===== src/rtl/uart_frame_arbiter.sv =====
// Frame-granular round-robin arbiter sharing one UART among byte-stream sources.
// A grant lasts until the delimiter byte or a runaway-frame watchdog release.
module uart_frame_arbiter #(
  parameter int         NumSrc      = 2,
  parameter int         MaxFrameLen = 256,
  parameter logic [7:0] Delimiter   = 8'h00,
  localparam int        GW = (NumSrc > 1) ? $clog2(NumSrc) : 1,
  localparam int        CW = $clog2(MaxFrameLen + 1)
) (
  input  logic                clk_i,
  input  logic                reset_i,
  input  logic [NumSrc*8-1:0] src_data_i,
  input  logic [NumSrc-1:0]   src_have_next_i,
  output logic [NumSrc-1:0]   src_ack_o,
  output logic [7:0]          uart_d_o,
  output logic                uart_rts_o,
  input  logic                uart_next_i,
  output logic [GW-1:0]       grant_id_o,
  output logic                busy_o,
  output logic                overrun_o,
  input  logic                overrun_clr_i
);

  localparam logic [0:0] IDLE = 1'b0;
  localparam logic [0:0] LOCK = 1'b1;

  logic [0:0]    state_q;
  logic [0:0]    state_d;
  logic [GW-1:0] grant_q;
  logic [GW-1:0] last_q;
  logic [GW-1:0] win_id;
  logic          win_found;
  logic [CW-1:0] cnt_q;
  logic          ovr_q;

  logic          g_have;
  logic [7:0]    g_data;
  logic          accept;
  logic          is_delim;
  logic          at_limit;
  logic          force_rel;
  logic          release_frame;

  assign g_have = src_have_next_i[grant_q];
  assign g_data = src_data_i[8*grant_q +: 8];

  assign accept   = (state_q == LOCK) & g_have & uart_next_i;
  assign is_delim = (g_data == Delimiter);
  assign at_limit = (cnt_q == CW'(MaxFrameLen - 1));

  assign force_rel     = accept & ~is_delim & at_limit;
  assign release_frame = accept & (is_delim | at_limit);

  // Scan starts one past the last grant so every source gets a turn.
  always_comb begin
    win_found = 1'b0;
    win_id    = '0;
    for (int i = 1; i <= NumSrc; i++) begin
      if (!win_found &&
          src_have_next_i[(int'(last_q) + i) % NumSrc]) begin
        win_found = 1'b1;
        win_id    = GW'((int'(last_q) + i) % NumSrc);
      end
    end
  end

  always_comb begin
    uart_d_o   = '0;
    uart_rts_o = 1'b0;
    src_ack_o  = '0;
    if (state_q == LOCK) begin
      uart_d_o           = g_data;
      uart_rts_o         = g_have;
      src_ack_o[grant_q] = accept;
    end
  end

  always_comb begin
    state_d = state_q;
    unique case (1'b1)
      (state_q == IDLE): begin
        if (win_found) state_d = LOCK;
      end
      (state_q == LOCK): begin
        if (release_frame) state_d = IDLE;
      end
      default: state_d = IDLE;
    endcase
  end

  always_ff @(posedge clk_i or negedge reset_i) begin
    if (!reset_i) begin
      state_q <= IDLE;
      grant_q <= '0;
      last_q  <= GW'(NumSrc - 1);
      cnt_q   <= '0;
      ovr_q   <= 1'b0;
    end else begin
      state_q <= state_d;
      if (state_q == IDLE && win_found) grant_q <= win_id;
      if (release_frame) begin
        last_q <= grant_q;
        cnt_q  <= '0;
      end else if (accept) begin
        cnt_q <= cnt_q + CW'(1);
      end
      if (force_rel) ovr_q <= 1'b1;
      else if (overrun_clr_i) ovr_q <= 1'b0;
    end
  end

  assign grant_id_o = grant_q;
  assign busy_o     = (state_q == LOCK);
  assign overrun_o  = ovr_q;

endmodule


===== config.mk =====
export PLATFORM = sky130hd
export DESIGN_NAME = uart_frame_arbiter
export DESIGN_NICKNAME = d
export VERILOG_FILES = /design/src/rtl/uart_frame_arbiter.sv
export SDC_FILE = /design/constraint.sdc
export NUM_CORES = 1
export LEC_CHECK = 0
export CELL_PAD_IN_SITES_DETAIL_PLACEMENT = 0
export CELL_PAD_IN_SITES_GLOBAL_PLACEMENT = 1
export CORE_MARGIN = 2
export CORE_UTILIZATION = 34
export DETAILED_ROUTE_END_ITERATION = 16
export PLACE_DENSITY = 0.8
export SLEW_MARGIN = 20
export SYNTH_ARGS = -nofsm -noshare
export SYNTH_HDL_FRONTEND = slang
export SYNTH_SLANG_ARGS = --single-unit

===== constraint.sdc =====
create_clock -name clk_i -period 5.95 [get_ports clk_i]
set_clock_uncertainty 0.15 [all_clocks]
set_input_delay 0.8925 -clock clk_i [delete_from_list [all_inputs] [get_ports clk_i]]
set_output_delay 0.8925 -clock clk_i [all_outputs]
set_load 0.05 [all_outputs]

==> impl_metrics.tcl <==
set metrics [dict create \
    cts_htree_levels 1 \
    seq_area_um2 327 \
    grt_first_pass_wirelength_um 4170 \
    yosys_register_bits 13 \
    cp_cell_sequence "clkdlybuf4s50_1 -> mux2_2 -> nand3_1 -> nor2_1 -> clkdlybuf4s50_1" \
    nets 157 \
    slew_viol_final 0 \
    area_delta_synth_final_pct 40.8 \
    cts_tree "done" \
    cts_sinks 13 \
    cp_common_cell "clkdlybuf4s50_1" \
    die_x_um 56.8 \
    crit_path_max_fanout 11 \
    yosys_warnings 0 \
    period_share_pct 67.2 \
    n_antenna_cell 0 \
    initialDrtViolationCount 20 \
    chipHeight_um 56.8 \
    io_pins 36 \
    overflow 0 \
    cp.arrival_ns 2.96 \
    cpMaxStageDelayCell "clkdlybuf4s50_1" \
    cts_resized 0 \
    critPathKind "primary input to output port" \
    multi_input_area_um2 573 \
    wl_per_cell_um 14.6 \
    synth_area_um2 947 \
    initial_core_util_pct 34.9 \
    end_kind "output port" \
    place.gp.congestion 0.814 \
    hold_path_depth 1 \
    maxSlewHeadroom_pct 52.1 \
    required_ns 4.91 \
    p_int_mw 0.275 \
    crit_family "buffers and inverters" \
    mostFrequentLayoutCell "clkdlybuf4s50_1" \
    yosysTopAreaCellShare_pct 31.7 \
    leakage_nw 0.596 \
    firstDrtPassIters 4 \
    p_sw_share_pct 49.9 \
    setup_viol 0 \
    power.density_nw_per_um2 412 \
    via_per_inst 5.35 \
    worstSetupStartpointType "primary input" \
    ir_drop_mv 0.273 \
    rows 19 \
    p_seq_share_pct 29.8 \
    min_path_type "register to register" \
    synthTopCellsByArea "dfrtp_1 (32%), mux2i_1 (8.5%), a22o_1 (6.5%)" \
    postCtsSetupRepairBufs 0 \
    critPathBufInv 2 \
    routed-via-count 872 \
    timing.fmax_mhz 250 \
    insertion_delay_ns 0.28 \
    cp.depth 5 \
    status "complete, no violations" \
    dpl.hpwl_um 1880 \
    antenna_left 0 \
    fill_cells 274 \
    grt_usage_pct 16.6 \
    switchingPower_mw 0.274 \
    yosysSeqAreaShare_pct 34.5 \
    hold_viol_final 0 \
    r2r_slack_ns 3.63 \
    clk_pin_slew_ns 0.08 \
    power_mw 0.549 \
    tightest_slew_ns 0.718 \
    tns_ns 0 \
    syn-num-nets 123 \
    root_buffer "clkbuf_4" \
    pwr-share-comb_pct 59.8 \
    cts.path.max_buffers 2 \
    maxCapViolations 0 \
    grt_max_degree 18 \
    pwr-share-clk_pct 10.4 \
    netlist_instances 99 \
    drive_gt1_share_pct 11.4 \
    grt_pass1_vias 886 \
    yosys.area.top_type "dfrtp_1" \
    holdBufCountCts 0 \
    cts_buffers 3 \
    layout_common_cells "clkdlybuf4s50_1 (35), dfrtp_1 (12), nor2_1 (11)" \
    synth.distinct_cells 36 \
    dieArea_um2 3220 \
    post_synth.cell_area_avg_um2 9.57 \
    core_um2 2710 \
    drc 0 \
    critPathMaxStageDelay_ns 0.83 \
    port_buffers 35 \
    wirelength_um 2380 \
    antenna_found_initial 0 \
    rr_worst_depth 6 \
    min_period_ns 4.00 \
    rsz0062_at_grt "no" \
]
==> power groups by stage <==
stage / clock [mW] / sequential [mW] / combinational, mW
2_1_floorplan: 0 / 0.153 / 0.240
3_3_place_gp: 0 / 0.163 / 0.329
3_5_place_dp: 0 / 0.164 / 0.331
4_1_cts: 0.0591 / 0.164 / 0.331
5_1_grt: 0.0652 / 0.171 / 0.348
6_report: 0.0570 / 0.163 / 0.328
==> registers in the layout, indices dropped and copies added, names as in the netlist <==
signal      flops
last_q          1
busy_o          1
overrun_o       1
grant_id_o      1
cnt_q           9
==> final cells by class <==
cell class	instances	area share (%)
Multi-Input combinational cell	75	43.0
Tap cell	31	2.91
Timing Repair Buffer	35	26.3
Inverter	5	1.41
Sequential cell	13	24.5
Clock buffer	4	1.97
==> per-layer routing <==
| metal | routed length [um] | part of all wire, % | GRT usage, % | vias to the layer above |
|---|---|---|---|---|
| met3 | 88 | 3.7 | 5.07 | 2 |
| met4 | 12 | 0.51 | 2.99 | 0 |
| met1 | 1160 | 49 | 21.9 | 412 |
| li1 | - | - | - | 444 |
| met2 | 1120 | 47 | 27.2 | 14 |
| met5 | 0 | 0 | 0 | - |
==> cell usage after synthesis, drive strengths merged <==
cell type  count
dfrtp         12
nor2          11
mux2i          8
a22o           7
and3           6
o41ai          5
inv            4
nand3          4
buf            3
clkbuf         3
mux2           3
nand2          3
nor2b          3
a2111oi        2
a21o           2
a21oi          2
and2           2
and4           2
ha             2
nor3           2
nor4           2
o21ai          2
or4            2
a211o          1
a31oi          1
clkinv         1
dfstp          1
nand2b         1
o31a           1
or2            1
==> worst paths after layout <==
check	from	to
max	src_have_next_i[1]	src_ack_o[1]
min	cnt_q[7]$_DFFE_PN0P_	cnt_q[7]$_DFFE_PN0P_
max reg2reg	cnt_q[0]$_DFFE_PN0P_	cnt_q[5]$_DFFE_PN0P_
min reg2reg	cnt_q[7]$_DFFE_PN0P_	cnt_q[7]$_DFFE_PN0P_
max in group asynchronous	reset_i	grant_id_o$_DFFE_PN0P_
min in group asynchronous	reset_i	cnt_q[3]$_DFFE_PN0P_
==> cell families (layout without fill, tap and decap cells) <==
logic type	count (synthesis)	in the layout	share of synthesized area [%]
simple gates	39	39	24.6
compound gates	23	23	20.9
flops	13	13	34.5
mux	11	11	12.4
buf+inv	11	44	5.02
fa+ha+maj	2	2	2.64
==> worst reg2reg max path: stages, from the launching register on <==
cell	delay, ns
dfrtp_1	0.43
ha_1	0.27
and4_1	0.19
ha_1	0.27
a211o_1	0.34
a2111oi_0	0.48
a21o_1	0.14
==> per-stage QoR <==
step                area, um2  hold slack (ns)  utilization, %  instances  setup slack, ns
floorplan                 947            0.310               -         99             2.87
global placement         1310            0.326            48.2        159             2.00
detailed placement       1310            0.344            48.2        159             1.96
CTS                      1330            0.363            49.2        163             1.97
global route             1330            0.385            49.2        163             1.84
finish                   1330            0.362            49.2        163             1.95
(Power assumes the default switching activity.)
